--- src/rtl/change_event_fifo_if.sv ---
`default_nettype none
// ============================================================================
// Module   : change_event_fifo_if
// Brief    : Show-ahead valid/ready event stream (word plus capture timestamp).
// Revision : 1.0 - initial release
// ============================================================================
interface change_event_fifo_if #(
    parameter int TS_W = 16
);
    logic            out_valid;
    logic            out_ready;
    logic [7:0]      out_data;
    logic [TS_W-1:0] out_ts;

    modport master (output out_valid, output out_data, output out_ts, input out_ready);
    modport slave  (input out_valid, input out_data, input out_ts, output out_ready);
endinterface
`default_nettype wire

--- src/rtl/change_event_fifo.sv ---
`default_nettype none
// ============================================================================
// Module   : change_event_fifo
// Brief    : Timestamps every non-zero change word and queues it in a show-ahead
//            FIFO; overflow losses go to a saturating drop counter.
// Revision : 1.0 - initial release
// ============================================================================
module change_event_fifo #(
    parameter int DEPTH = 8,
    parameter int TS_W  = 16
) (
    input  wire logic                     clk,
    input  wire logic                     rst_n,
    input  wire logic [7:0]               evt_in,
    change_event_fifo_if.master           evq,
    output logic [$clog2(DEPTH):0]        level,
    output logic                          full,
    output logic                          empty,
    output logic [7:0]                    drop_cnt,
    input  wire logic                     clr_drop
);
    localparam int                c_AW       = $clog2(DEPTH);
    localparam int                c_LW       = c_AW + 1;
    localparam logic [c_LW-1:0]   c_FULL_LVL = c_LW'(DEPTH);
    localparam logic [7:0]        c_DROP_MAX = 8'hFF;

    logic [7:0]      r_mem_data [DEPTH];
    logic [TS_W-1:0] r_mem_ts   [DEPTH];
    logic [c_AW-1:0] r_wr_ptr;
    logic [c_AW-1:0] r_rd_ptr;
    logic [c_LW-1:0] r_level;
    logic [TS_W-1:0] r_ts;
    logic [7:0]      r_drop_cnt;

    logic w_push;
    logic w_pop;
    logic w_wr_en;
    logic w_drop;
    logic w_full;
    logic w_empty;

    assign w_full  = (r_level == c_FULL_LVL);
    assign w_empty = (r_level == '0);
    assign w_push  = (evt_in != 8'h00);
    assign w_pop   = !w_empty && evq.out_ready;
    // A pop in the same cycle frees the slot, so a full FIFO still accepts.
    assign w_wr_en = w_push && (!w_full || w_pop);
    assign w_drop  = w_push && w_full && !w_pop;

    always_ff @(posedge clk or negedge rst_n) begin
        if (!rst_n) begin
            r_ts       <= '0;
            r_wr_ptr   <= '0;
            r_rd_ptr   <= '0;
            r_level    <= '0;
            r_drop_cnt <= '0;
        end else begin
            r_ts <= r_ts + 1'b1;
            if (w_wr_en) begin
                r_wr_ptr <= r_wr_ptr + 1'b1;
            end
            if (w_pop) begin
                r_rd_ptr <= r_rd_ptr + 1'b1;
            end
            case ({w_wr_en, w_pop})
                2'b10:   r_level <= r_level + 1'b1;
                2'b01:   r_level <= r_level - 1'b1;
                default: r_level <= r_level;
            endcase
            if (clr_drop) begin
                r_drop_cnt <= w_drop ? 8'd1 : 8'd0;
            end else if (w_drop && (r_drop_cnt != c_DROP_MAX)) begin
                r_drop_cnt <= r_drop_cnt + 1'b1;
            end
        end
    end

    // Storage is deliberately left unreset; level gates visibility of stale data.
    always_ff @(posedge clk) begin
        if (w_wr_en) begin
            r_mem_data[r_wr_ptr] <= evt_in;
            r_mem_ts[r_wr_ptr]   <= r_ts;
        end
    end

    assign evq.out_valid = !w_empty;
    assign evq.out_data  = w_empty ? 8'h00 : r_mem_data[r_rd_ptr];
    assign evq.out_ts    = w_empty ? '0    : r_mem_ts[r_rd_ptr];
    assign level         = r_level;
    assign full          = w_full;
    assign empty         = w_empty;
    assign drop_cnt      = r_drop_cnt;
endmodule
`default_nettype wire
--- src/flat_wrapper.sv ---
// flat-port wrapper written by rule: the top's interface ports become plain ports
module change_event_fifo_flat 
#(
    parameter int DEPTH = 8,
    parameter int TS_W  = 16
)
  (clk, rst_n, evt_in, level, full, empty, drop_cnt, clr_drop, evq_out_valid, evq_out_data, evq_out_ts, evq_out_ready);
  change_event_fifo_if #(.TS_W(TS_W)) evq_i ();
  input  wire logic clk;
  input  wire logic rst_n;
  input  wire logic [7:0] evt_in;
  output logic [$clog2(DEPTH):0] level;
  output logic full;
  output logic empty;
  output logic [7:0] drop_cnt;
  input  wire logic clr_drop;
  output wire logic [$bits(evq_i.out_valid)-1:0] evq_out_valid;
  output wire logic [$bits(evq_i.out_data)-1:0] evq_out_data;
  output wire logic [$bits(evq_i.out_ts)-1:0] evq_out_ts;
  input wire logic [$bits(evq_i.out_ready)-1:0] evq_out_ready;
  assign evq_out_valid = evq_i.out_valid;
  assign evq_out_data = evq_i.out_data;
  assign evq_out_ts = evq_i.out_ts;
  assign evq_i.out_ready = evq_out_ready;
  change_event_fifo #(.DEPTH(DEPTH), .TS_W(TS_W)) u_core (.clk(clk), .rst_n(rst_n), .evt_in(evt_in), .evq(evq_i), .level(level), .full(full), .empty(empty), .drop_cnt(drop_cnt), .clr_drop(clr_drop));
endmodule
--- config.mk ---
export PLATFORM = sky130hd
export DESIGN_NAME = change_event_fifo_flat
export DESIGN_NICKNAME = d
export VERILOG_FILES = /design/src/rtl/change_event_fifo_if.sv /design/src/rtl/change_event_fifo.sv /design/src/flat_wrapper.sv
export SDC_FILE = /design/constraint.sdc
export NUM_CORES = 1
export LEC_CHECK = 0
export ABC_AREA = 0
export CAP_MARGIN = 20
export CORE_UTILIZATION = 46
export CTS_BUF_LIST = sky130_fd_sc_hd__clkbuf_8 sky130_fd_sc_hd__clkbuf_16
export CTS_CLUSTER_DIAMETER = 100
export DETAILED_ROUTE_END_ITERATION = 10
export GPL_ROUTABILITY_DRIVEN = 0
export GPL_TIMING_DRIVEN = 0
export PLACE_DENSITY = 0.6
export SLEW_MARGIN = 10
export SYNTH_ARGS = -nofsm -noshare
export SYNTH_HDL_FRONTEND = slang
export SYNTH_SLANG_ARGS = --single-unit
export TNS_END_PERCENT = 100
--- constraint.sdc ---
create_clock -name clk -period 6.75 [get_ports clk]
set_clock_uncertainty 0.1 [all_clocks]
set_input_delay 1.6875 -clock clk [delete_from_list [all_inputs] [get_ports clk]]
set_output_delay 1.6875 -clock clk [all_outputs]
set_load 0.05 [all_outputs]
==> run_results.csv, run 1 <==
group,metric,value,unit
yosys,netlist_top_cells_area,"sky130_fd_sc_hd__edfxtp_1 (64%), sky130_fd_sc_hd__mux4_2 (12%), sky130_fd_sc_hd__dfrtp_1 (9.5%), sky130_fd_sc_hd__mux2i_1 (2.8%), sky130_fd_sc_hd__xnor2_1 (1.4%)",
setup_path,timing.critical_path.from_type,"flip-flop",
floorplan,starting_density,0.474,
pwr,worst_vdd_ir,0.363,mV
setup_path,worst_setup_path_end_kind,"output pin",
sta,finalCritPeriodShare,0.786,
setup_path,timing.critical_path.cells,"buf_1 > buf_1 > mux4_2 > mux2i_1 > nor2_1 > clkdlybuf4s50_1",
layout,layout.cells.non_filler,840,
layout,final_util,0.577,
detailed_routing,routed_wirelength,17600,um
setup_path,critical_path_class,"flip-flop to output pin",
run,max_cap_violations,0,
setup_path,path_common_cell,"sky130_fd_sc_hd__buf_1",
setup_path,timing.critical_path.fanout_max,10,
setup_path,worst_path_max_delay_cell,"sky130_fd_sc_hd__clkdlybuf4s50_1",
pwr,cellPowerDensity,520,mW/mm^2
sta,layout_min_cycle_time,5300,ps
status,run_status,"finished, final reports clean",
sta,hold_slack,420,ps
floorplan,rows,50,
setup_path,critPathTopFamily,"buffers and inverters",
place,dpl_worst_slack,1940,ps
layout,layout.filler_cells,1431,
layout,layout-area-overhead-vs-synth,21.6,%
yosys,synthesized_netlist_cell_count,471,
sta,clock.fmax,189,MHz
yosys,syn_nets,490,
sta,drv_slew,0,
clock_network,post_cts.repair.setup_buffers,0,
global_route,grt_start_max_net_pins,34,
clock_network,cts_buffers,23,
setup_path,path_buf_inv,3,
sta,worstMarginPinSlew,999,ps
place,post-dp-hpwl,11600,um
place,portBuffers,49,
sta,final-setup-viol-count,0,
yosys,count_of_different_cell_masters_after_synthesis,44,
yosys,ys_seq_elements,226,
clock_network,tritoncts,"yes",
yosys,synthFlopType,"sky130_fd_sc_hd__edfxtp_1",
yosys,ys.warnings.count,0,
global_route,grt_pass1_vias,4844,
clock_network,cts_num_sinks,226,
clock_network,cts-root-buf,"sky130_fd_sc_hd__clkbuf_16",
setup_path,cp_data_arrival_time,3520,ps
setup_path,required_worst_endpoint,4960,ps
yosys,synth.largest_area_cell,"sky130_fd_sc_hd__edfxtp_1",
yosys,synth_enable_flop_cells,192,
hold_path,min_path_type,"flip-flop to flip-flop",
floorplan,fp.coreArea,0.0190,mm^2
clock_network,cts_buffer_depth,3,
clock_network,cts_repair_resized_insts,0,
detailed_routing,final_antenna_net_count,0,
global_route,number_of_antenna_violations_at_the_first_check_in_global_routing,0,
layout,finalNetCount,583,
sta,rsz_0062_raised_after_global_routing,"no",
yosys,netlist_area,0.00899,mm^2
clock_network,cts-htree-levels,1,
layout,diodes,0,
sta,fin_ws,1450,ps
detailed_routing,drcViolationCount,0,
floorplan,die_area,0.0201,mm^2
sta,sum_of_negative_setup_slack,0,ps
floorplan,die_height,142,um
setup_path,crit_path_max_incr_delay,720,ps
pwr,power_leakage,3.86,nW
layout,multi_input_comb_area,0.00230,mm^2
detailed_routing,first_iter_violations,306,
yosys,synth_largest_type_area_fraction,0.641,
detailed_routing,vias_after_detailed_routing,4590,
detailed_routing,avgViaCountPerCell,5.46,
detailed_routing,per_cell_routed_wire_length,21.0,um
floorplan,chipWidth,142,um
layout,register_area,0.00662,mm^2
sta,max-slew-margin-rel,0.328,
global_route,grt_util_all_layers,0.185,
place,numPlacedInstances,799,
detailed_routing,firstDrtPassIters,5,
yosys,ys_seq_area_frac,0.736,
global_route,grt_first_pass_wirelength,27800,um
global_route,grt_overflow_total,0,
floorplan,num_io_pins,51,
clock_network,cts.hold.buffers_added,0,
layout,drive_above_1_share,0.216,
clock_network,clock_latency,490,ps
yosys,synth.avg_cell_area,19.1,um^2
sta,finalHoldViolations,0,
clock_network,worst_path_clk_slew,60,ps
yosys,synthArstFlopShare,0.150,
==> synth_stat cells (2+ instances only) <==
library cell and instances:
sky130_fd_sc_hd__a21oi_1 7, sky130_fd_sc_hd__and3_1 3, sky130_fd_sc_hd__buf_1 7, sky130_fd_sc_hd__buf_2 3
sky130_fd_sc_hd__clkbuf_1 9, sky130_fd_sc_hd__dfrtp_1 34, sky130_fd_sc_hd__edfxtp_1 192, sky130_fd_sc_hd__ha_1 6
sky130_fd_sc_hd__inv_1 9, sky130_fd_sc_hd__mux2_2 4, sky130_fd_sc_hd__mux2i_1 25, sky130_fd_sc_hd__mux4_2 48
sky130_fd_sc_hd__nand2_1 10, sky130_fd_sc_hd__nand2b_1 2, sky130_fd_sc_hd__nand3_1 12, sky130_fd_sc_hd__nand4_1 4
sky130_fd_sc_hd__nor2_1 31, sky130_fd_sc_hd__nor2b_1 2, sky130_fd_sc_hd__nor3_1 8, sky130_fd_sc_hd__nor4_1 4
sky130_fd_sc_hd__o21ai_0 2, sky130_fd_sc_hd__o31ai_1 4, sky130_fd_sc_hd__or2_2 2, sky130_fd_sc_hd__or4_1 4
sky130_fd_sc_hd__xnor2_1 14, sky130_fd_sc_hd__xor2_1 7
==> report_power, final <==
part           leakage (nW)  switching [W]  internal, W
registers              2.23       0.000105      0.00189
logic                  1.20        0.00139     0.000881
clock network         0.429       0.000500     0.000924
==> per-layer routing <==
layer	wire, um	GRT usage	vias up	share of wire
met5	0	0	-	0
met4	270	0.0447	0	0.015
met3	664	0.0223	26	0.038
met2	9030	0.318	85	0.51
met1	7660	0.254	2405	0.43
li1	-	-	2074	-
==> sequential cells by signal, indices dropped and copies added, names as in the netlist <==
| signal | cells |
|---|---|
| u_core.level | 4 |
| u_core.drop_cnt | 8 |
| u_core.r_rd_ptr | 3 |
| u_core.r_mem_data | 64 |
| u_core.r_mem_ts | 128 |
| u_core.r_wr_ptr | 3 |
| u_core.r_ts | 16 |
==> cell families (layout without fill, tap and decap cells) <==
group,count (synthesis),after routing,synth area share
flip-flops,226,226,0.736
multiplexers,77,77,0.153
adder cells (fa/ha/maj),7,7,0.0106
XOR/XNOR,21,21,0.0205
buffers and inverters,30,139,0.0138
AO/OA/AOI/OAI,20,20,0.0154
AND/OR/NAND/NOR,90,90,0.0511
==> per-stage QoR <==
| stage | area (um^2) | total power, W |
|---|---|---|
| after detailed placement | 10100 | 0.00434 |
| after global placement | 9810 | 0.00420 |
| after CTS | 10900 | 0.00577 |
| after global routing | 10900 | 0.00594 |
| final | 10900 | 0.00569 |
| after floorplan | 8990 | 0.00353 |
==> final timing paths <==
path	startpoint	end	slack, ps	cells past startpoint
worst max-delay path	u_core.r_rd_ptr[1]	evq_out_data[4]	1450	6
worst min-delay path	u_core.level[3]	u_core.level[3]	420	1
worst max register to register	u_core.level[0]	u_core.level[3]	4000	9
worst min register to register	u_core.level[3]	u_core.level[3]	420	1
max in group asynchronous	rst_n	u_core.r_ts[13]	5290	2
min in group asynchronous	rst_n	u_core.r_ts[4]	880	1
==> final cells by class <==
cell class | instances | area share
flip-flops and latches | 226 | 0.605
multi-input cells | 215 | 0.211
repair buffers | 68 | 0.0649
clock buffers | 23 | 0.0526
well taps | 260 | 0.0297
clock inverters | 18 | 0.0259
plain buffers | 20 | 0.00789
inverters | 10 | 0.00343
==> worst reg2reg max path: cells and delay by family (launching register included) <==
| kind | cells | cell delay (ps) |
|---|---|---|
| flip-flops | 1 | 420 |
| adder cells (fa/ha/maj) | 1 | 340 |
| AND/OR/NAND/NOR | 3 | 990 |
| XOR/XNOR | 1 | 180 |
| buffers and inverters | 2 | 290 |
| AO/OA/AOI/OAI | 2 | 340 |
==> cell usage in the layout (no fill, tap or decap), types with 3 or more instances in the layout <==
cell type	n
sky130_fd_sc_hd__xnor2_1	14
sky130_fd_sc_hd__dfrtp_1	34
sky130_fd_sc_hd__clkbuf_16	23
sky130_fd_sc_hd__clkinv_1	5
sky130_fd_sc_hd__nor2_4	3
sky130_fd_sc_hd__ha_1	6
sky130_fd_sc_hd__o31ai_1	4
sky130_fd_sc_hd__buf_6	6
sky130_fd_sc_hd__or4_1	4
sky130_fd_sc_hd__mux2i_1	25
sky130_fd_sc_hd__clkbuf_1	9
sky130_fd_sc_hd__a21oi_1	7
sky130_fd_sc_hd__inv_1	11
sky130_fd_sc_hd__mux4_2	48
sky130_fd_sc_hd__nor3_2	4
sky130_fd_sc_hd__buf_2	5
sky130_fd_sc_hd__nand2_1	10
sky130_fd_sc_hd__buf_4	9
sky130_fd_sc_hd__nor4_1	3
sky130_fd_sc_hd__mux2_2	4
sky130_fd_sc_hd__buf_1	7
sky130_fd_sc_hd__bufinv_16	8
sky130_fd_sc_hd__nor3_1	4
sky130_fd_sc_hd__xor2_1	7
sky130_fd_sc_hd__nand4_1	4
sky130_fd_sc_hd__and3_1	3
sky130_fd_sc_hd__nor2_1	28
sky130_fd_sc_hd__clkdlybuf4s50_1	48
sky130_fd_sc_hd__clkinv_2	4
sky130_fd_sc_hd__edfxtp_1	192
sky130_fd_sc_hd__nand3_1	12
Power figures use the tool's default switching activity.
==> inputs of run 2 (changes only) <==
--- a/config.mk
+++ b/config.mk
@@ -13,7 +13,7 @@
 export DETAILED_ROUTE_END_ITERATION = 10
 export GPL_ROUTABILITY_DRIVEN = 0
 export GPL_TIMING_DRIVEN = 0
-export PLACE_DENSITY = 0.6
+export PLACE_DENSITY = 0.63
 export SLEW_MARGIN = 10
 export SYNTH_ARGS = -nofsm -noshare
 export SYNTH_HDL_FRONTEND = slang
==> constraint.sdc (replaced) <==
create_clock -name clk -period 4.6 [get_ports clk]
set_clock_uncertainty 0.1 [all_clocks]
set_input_delay 1.15 -clock clk [delete_from_list [all_inputs] [get_ports clk]]
set_output_delay 1.15 -clock clk [all_outputs]
set_load 0.05 [all_outputs]
==> run 2 against run 1 <==
  * Worst hold slack lost 4.3 ps
  * Largest cell class unchanged
  * Largest power group unchanged
  * First-iteration DRC count grew 2.3%
  * Sequential power grew 46%
  * Final area shrank 0.80%
  * Total power grew 42%
  * Core utilization shrank 0.46 points
  * Count of clock-buffer cells in the layout grew 1
==> run_results.csv, run 2 (synthesis gave the netlist of run 1 again) <==
group,metric,value,unit
floorplan,chipWidth,142,um
pwr,pwr-share-clk,0.226,
global_route,grt_util_all_layers,0.181,
layout,most_common_cell_after_layout_fill_and_taps_aside,"sky130_fd_sc_hd__edfxtp_1",
global_route,number_of_antenna_violations_at_the_first_check_in_global_routing,0,
sta,rsz_0062_raised_after_global_routing,"no",
sta,finalHoldViolations,0,
clock_network,cts_buffers,23,
status,run_status,"finished, final reports clean",
clock_network,cts_num_sinks,226,
clock_network,worst_path_clk_slew,60,ps
global_route,grt_start_max_net_pins,35,
detailed_routing,firstDrtPassIters,5,
setup_path,timing.critical_path.fanout_max,10,
layout,drive_above_1_share,0.224,
place,post-dp-hpwl,11200,um
pwr,worst_vdd_ir,0.372,mV
hold_path,min_path_type,"flip-flop to flip-flop",
sta,final-setup-viol-count,0,
sta,worstMarginPinSlew,988,ps
clock_network,tritoncts,"yes",
layout,finalNetCount,583,
detailed_routing,final_antenna_net_count,0,
detailed_routing,avgViaCountPerCell,5.48,
detailed_routing,routed_wirelength,17300,um
run,max_cap_violations,0,
sta,layout_min_cycle_time,4390,ps
sta,max-slew-margin-rel,0.335,
layout,layout.cells.most_common_list,"sky130_fd_sc_hd__edfxtp_1 (192), sky130_fd_sc_hd__mux4_2 (48), sky130_fd_sc_hd__clkdlybuf4s50_1 (47)",
layout,diodes,0,
global_route,grt_pass1_vias,4893,
layout,layout_top_registers,"u_core.r_mem_ts x128, u_core.r_mem_data x64, u_core.r_ts x16",
setup_path,path_buf_inv,3,
detailed_routing,per_cell_routed_wire_length,20.5,um
pwr,seqPwrFrac,0.360,
setup_path,critical_path_class,"flip-flop to output pin",
setup_path,worst_path_max_delay_cell,"sky130_fd_sc_hd__clkdlybuf4s50_1",
sta,finalCritPeriodShare,0.955,
floorplan,num_io_pins,51,
layout,register_containing_the_most_flip_flops_in_the_final_layout,"u_core.r_mem_ts",
pwr,cellPowerDensity,747,mW/mm^2
global_route,grt_overflow_total,0,
detailed_routing,first_iter_violations,313,
setup_path,required_worst_endpoint,3350,ps
pwr,power_leakage,3.85,nW
setup_path,timing.critical_path.from_type,"flip-flop",
floorplan,die_area,0.0201,mm^2
pwr,p_comb_frac,0.414,
global_route,grt_first_pass_wirelength,27100,um
clock_network,cts.hold.buffers_added,0,
clock_network,cts-root-buf,"sky130_fd_sc_hd__clkbuf_16",
detailed_routing,vias_after_detailed_routing,4603,
layout,largest_reg_flops,128,
setup_path,critPathTopFamily,"buffers and inverters",
pwr,internal_power,0.00517,W
layout,layout-area-overhead-vs-synth,20.6,%
sta,clock.fmax,228,MHz
sta,drv_slew,0,
detailed_routing,drcViolationCount,0,
place,portBuffers,49,
floorplan,fp.coreArea,0.0190,mm^2
setup_path,crit_path_max_incr_delay,820,ps
setup_path,cp_data_arrival_time,3140,ps
clock_network,cts_buffer_depth,3,
clock_network,clock_latency,500,ps
floorplan,rows,50,
setup_path,timing.critical_path.cells,"clkbuf_1 > buf_1 > mux2i_1 > nor2_1 > clkdlybuf4s50_1",
setup_path,regToRegSetupSlack,1840,ps
pwr,swShare,0.361,
setup_path,worst_setup_path_end_kind,"output pin",
floorplan,starting_density,0.474,
floorplan,die_height,142,um
sta,sum_of_negative_setup_slack,0,ps
clock_network,cts-htree-levels,1,
pwr,power.switching,0.00293,W
layout,final_util,0.572,
run 2: cell types whose count changed in the layout (fill, tap and decap cells not counted), moves of 4 or more:
cell                        delta
sky130_fd_sc_hd__buf_1         -4
sky130_fd_sc_hd__buf_4         +4
sky130_fd_sc_hd__bufinv_16     -5
sky130_fd_sc_hd__clkbuf_2      +4
sky130_fd_sc_hd__clkinv_1      -4
sky130_fd_sc_hd__inv_1         +5
run 2: area by class of cell:
class | count | area, um^2
Fill cell | 1411 | 8110
Sequential cell | 226 | 6620
Multi-Input combinational cell | 215 | 2300
Timing Repair Buffer | 68 | 714
Clock buffer | 24 | 589
Tap cell | 260 | 325
Clock inverter | 17 | 158
Buffer | 20 | 105
Inverter | 10 | 37.5
run 2: timing repair:
action / in CTS / in global routing
endpoints found under the setup margin: 20 / 13
resized for setup: 7 / 4
setup buffers: 0 / 0
cloned: 0 / 0
pin swaps: 0 / 0
run 2: layer usage:
| layer | up-vias | GRT usage | part of all wire |
|---|---|---|---|
| met5 | - | 0 | 0 |
| met1 | 2375 | 0.244 | 0.42 |
| li1 | 2072 | - | - |
| met3 | 20 | 0.0263 | 0.052 |
| met2 | 136 | 0.311 | 0.51 |
| met4 | 0 | 0.0470 | 0.016 |
run 2: worst paths after layout:
kind | endpoint | startpoint | depth (start not counted)
worst max-delay path | evq_out_ts[14] | u_core.r_rd_ptr[2] | 5
worst min-delay path | u_core.level[3] | u_core.level[3] | 1
worst max register to register | u_core.level[3] | u_core.level[0] | 9
worst min register to register | u_core.level[3] | u_core.level[3] | 1
max in group asynchronous | u_core.drop_cnt[1] | rst_n | 2
min in group asynchronous | u_core.r_ts[3] | rst_n | 2
run 2: per-stage QoR:
| step | cells | instance area, um^2 | worst slack (ps) | power [W] | hold slack, ps |
|---|---|---|---|---|---|
| 6_report | 840 | 10800 | 205 | 0.00810 | 416 |
| 4_1_cts | 840 | 10800 | 14.3 | 0.00821 | 418 |
| 5_1_grt | 840 | 10800 | 44.2 | 0.00846 | 446 |
| 3_5_place_dp | 799 | 10100 | 378 | 0.00637 | 400 |
| 3_3_place_gp | 780 | 9810 | -2800 | 0.00616 | 396 |
| 2_1_floorplan | 471 | 8990 | 281 | 0.00517 | 415 |
run 2: power groups by stage:
stage                     Sequential (W)  Clock [W]  Combinational (W)
after floorplan                  0.00301          0            0.00217
after global placement           0.00298          0            0.00318
after detailed placement         0.00297          0            0.00340
after CTS                        0.00292    0.00186            0.00343
after global routing             0.00296    0.00194            0.00355
final                            0.00292    0.00183            0.00335
==> inputs of run 3 (changes only) <==
--- a/config.mk
+++ b/config.mk
@@ -5,7 +5,7 @@
 export SDC_FILE = /design/constraint.sdc
 export NUM_CORES = 1
 export LEC_CHECK = 0
-export ABC_AREA = 0
+export ABC_AREA = 1
 export CAP_MARGIN = 20
 export CORE_UTILIZATION = 46
 export CTS_BUF_LIST = sky130_fd_sc_hd__clkbuf_8 sky130_fd_sc_hd__clkbuf_16
@@ -13,7 +13,7 @@
 export DETAILED_ROUTE_END_ITERATION = 10
 export GPL_ROUTABILITY_DRIVEN = 0
 export GPL_TIMING_DRIVEN = 0
-export PLACE_DENSITY = 0.63
+export PLACE_DENSITY_LB_ADDON = 0.25
 export SLEW_MARGIN = 10
 export SYNTH_ARGS = -nofsm -noshare
 export SYNTH_HDL_FRONTEND = slang
==> run 3 against run 2 <==
  * Setup slack better by 27 ps
  * Via count is 29% higher
  * Flip-flop and latch count stayed put
  * Cell count is 34% higher
  * Sequential power is 2% lower
  * Largest cell class unchanged
==> run_results.csv, run 3 <==
group,metric,value,unit
clock_network,cts_num_sinks,226,
sta,sum_of_negative_setup_slack,0,ps
status,run_status,"finished, final reports clean",
layout,most_common_cell_after_layout_fill_and_taps_aside,"sky130_fd_sc_hd__edfxtp_1",
clock_network,cts_buffer_depth,3,
sta,layout_min_cycle_time,4370,ps
detailed_routing,drcViolationCount,0,
yosys,ys_seq_area_frac,0.706,
clock_network,tritoncts,"yes",
layout,diodes,0,
sta,worstMarginPinSlew,854,ps
layout,register_containing_the_most_flip_flops_in_the_final_layout,"u_core.r_mem_ts",
yosys,netlist_area,0.00937,mm^2
layout,layout-area-overhead-vs-synth,18.6,%
sta,finalCritPeriodShare,0.950,
layout,final_util,0.564,
layout,largest_reg_flops,128,
setup_path,timing.critical_path.fanout_max,10,
global_route,grt_use_met2,0.345,
sta,finalHoldViolations,0,
global_route,number_of_antenna_violations_at_the_first_check_in_global_routing,0,
setup_path,timing.critical_path.cells,"clkbuf_1 > inv_1 > clkbuf_1 > o21ai_0 > nor2_1 > clkdlybuf4s50_1",
pwr,internal_power,0.00497,W
clock_network,cts-htree-levels,1,
yosys,syn_nets,781,
clock_network,cts.hold.buffers_added,0,
clock_network,cts_repair_resized_insts,0,
layout,layout_top_registers,"u_core.r_mem_ts x128, u_core.r_mem_data x64, u_core.r_ts x16",
floorplan,die_area,0.0209,mm^2
floorplan,rows,51,
detailed_routing,final_antenna_net_count,0,
sta,drv_slew,0,
yosys,synth_largest_type_area_fraction,0.615,
yosys,synthesized_netlist_cell_count,762,
setup_path,cp_data_arrival_time,3120,ps
setup_path,critical_path_class,"flip-flop to output pin",
setup_path,timing.critical_path.from_type,"flip-flop",
detailed_routing,per_cell_routed_wire_length,18.5,um
clock_network,cts_buffers,24,
pwr,finalPower,0.00847,W
floorplan,die_height,145,um
yosys,synth.largest_area_cell,"sky130_fd_sc_hd__edfxtp_1",
floorplan,starting_density,0.475,
clock_network,post_cts.repair.setup_buffers,0,
setup_path,worst_path_max_delay_cell,"sky130_fd_sc_hd__clkdlybuf4s50_1",
clock_network,cts-root-buf,"sky130_fd_sc_hd__clkbuf_16",
global_route,grt_pass1_vias,5737,
detailed_routing,avgViaCountPerCell,5.31,
yosys,synthFlopType,"sky130_fd_sc_hd__edfxtp_1",
sta,hold_slack,447,ps
layout,layout.cells.most_common_list,"sky130_fd_sc_hd__edfxtp_1 (192), sky130_fd_sc_hd__nor2_1 (164), sky130_fd_sc_hd__o21ai_0 (61), sky130_fd_sc_hd__o21ai_1 (61), sky130_fd_sc_hd__nand2_1 (56)",
pwr,swShare,0.413,
setup_path,path_common_cell,"sky130_fd_sc_hd__clkbuf_1",
hold_path,min_path_type,"flip-flop to flip-flop",
run,max_cap_violations,0,
yosys,ys.warnings.count,0,
yosys,count_of_different_cell_masters_after_synthesis,36,
pwr,seqPwrFrac,0.339,
yosys,synth.avg_cell_area,12.3,um^2
place,portBuffers,49,
yosys,synthArstFlopShare,0.150,
global_route,grt_start_max_net_pins,25,
sta,final-setup-viol-count,0,
pwr,p_comb_frac,0.436,
setup_path,critPathTopFamily,"buffers and inverters",
place,post-dp-hpwl,13000,um
setup_path,crit_path_max_incr_delay,830,ps
pwr,cellPowerDensity,762,mW/mm^2
global_route,grt_first_pass_wirelength,32000,um
floorplan,chipWidth,145,um
global_route,grt-busiest-layer,"met2",
setup_path,path_buf_inv,4,
place,placed_cell_area,0.0103,mm^2
global_route,grt_overflow_total,0,
detailed_routing,first_iter_violations,495,
pwr,power.switching,0.00350,W
detailed_routing,vias_after_detailed_routing,5960,
setup_path,required_worst_endpoint,3350,ps
layout,finalNetCount,859,
yosys,synth_commonest_cells,"sky130_fd_sc_hd__edfxtp_1 (192), sky130_fd_sc_hd__nor2_1 (168), sky130_fd_sc_hd__o21ai_0 (61), sky130_fd_sc_hd__o21ai_1 (61), sky130_fd_sc_hd__nand2_1 (56)",
detailed_routing,firstDrtPassIters,5,
yosys,synth_enable_flop_cells,192,
yosys,ys_seq_elements,226,
floorplan,fp.coreArea,0.0197,mm^2
clock_network,clock_latency,510,ps
detailed_routing,routed_wirelength,20800,um
sta,rsz_0062_raised_after_global_routing,"no",
pwr,worst_vdd_ir,0.526,mV
clock_network,worst_path_clk_slew,60,ps
sta,max-slew-margin-rel,0.430,
global_route,grt_util_met1,0.287,
yosys,post-synth-top-count-cell,"sky130_fd_sc_hd__edfxtp_1",
floorplan,num_io_pins,51,
global_route,gr-usage-met3,0.0280,
pwr,power_leakage,4.11,nW
layout,stdcell_area,0.0111,mm^2
layout,drive_above_1_share,0.106,
sta,clock.fmax,229,MHz
global_route,grt_util_all_layers,0.206,
yosys,netlist_top_cells_area,"sky130_fd_sc_hd__edfxtp_1 (62%), sky130_fd_sc_hd__dfrtp_1 (9.1%), sky130_fd_sc_hd__nor2_1 (6.7%), sky130_fd_sc_hd__o21ai_0 (3.3%), sky130_fd_sc_hd__o21ai_1 (3.3%)",
setup_path,worst_setup_path_end_kind,"output pin",
pwr,pwr-share-clk,0.226,
==> run 3: cell count changes after synthesis, sizes merged, moves of 9 or more <==
| cell | change |
|---|---|
| nand3 | +9 |
| inv | +19 |
| nand2 | +53 |
| buf | +9 |
| o21ai | +120 |
| o22ai | +23 |
| mux4 | -48 |
| nor2 | +144 |
==> run 3: worst reg2reg max path: cells and delay by family (launching register included) <==
| family | cells | cell delay [ps] |
|---|---|---|
| buffers and inverters | 1 | 80 |
| DFF | 1 | 490 |
| and+or+nand+nor | 7 | 1450 |
==> run 3: cells by family after synthesis <==
logic type      after synthesis  synth area share
xor+xnor                     23            0.0215
fa+ha+maj                     7            0.0101
flops                       226             0.706
simple gates                266             0.120
compound gates              150            0.0849
buf+inv                      66            0.0315
mux                          24            0.0256
==> run 3: final timing paths <==
kind	from	to	slack, ps	depth (start not counted)
worst min-delay path	u_core.r_wr_ptr[0]	u_core.r_wr_ptr[0]	450	2
max in group asynchronous	rst_n	u_core.drop_cnt[4]	3430	2
worst min register to register	u_core.r_wr_ptr[0]	u_core.r_wr_ptr[0]	450	2
min in group asynchronous	rst_n	u_core.r_ts[4]	500	1
worst max register to register	u_core.level[0]	u_core.r_mem_ts[3][13]	2110	8
worst max-delay path	u_core.r_rd_ptr[2]	evq_out_ts[3]	230	6
==> run 3: metal layers <==
metal	part of all wire	up-vias
met5	0	-
met4	0.011	0
met3	0.052	15
met2	0.48	187
met1	0.46	2906
li1	-	2852
==> run 3: power by group through the flow <==
| stage | Combinational (W) | Clock [W] | Sequential [W] |
|---|---|---|---|
| 2_1_floorplan | 0.00237 | 0 | 0.00295 |
| 3_3_place_gp | 0.00356 | 0 | 0.00291 |
| 3_5_place_dp | 0.00371 | 0 | 0.00290 |
| 4_1_cts | 0.00372 | 0.00193 | 0.00287 |
| 5_1_grt | 0.00399 | 0.00202 | 0.00290 |
| 6_report | 0.00369 | 0.00191 | 0.00287 |
==> run 3: layout make-up <==
type | count | area [um^2]
Inverter | 29 | 109
Buffer | 37 | 186
Multi-Input combinational cell | 470 | 2510
Clock buffer | 29 | 692
Timing Repair Buffer | 52 | 568
Fill cell | 1596 | 8600
Tap cell | 265 | 332
Sequential cell | 226 | 6620
Clock inverter | 15 | 105
==> run 3: metrics by stage <==
stage | instances | worst slack [ps]
2_1_floorplan | 762 | 987
3_3_place_gp | 1076 | -323
3_5_place_dp | 1079 | 739
4_1_cts | 1123 | 351
5_1_grt | 1123 | 122
6_report | 1123 | 232
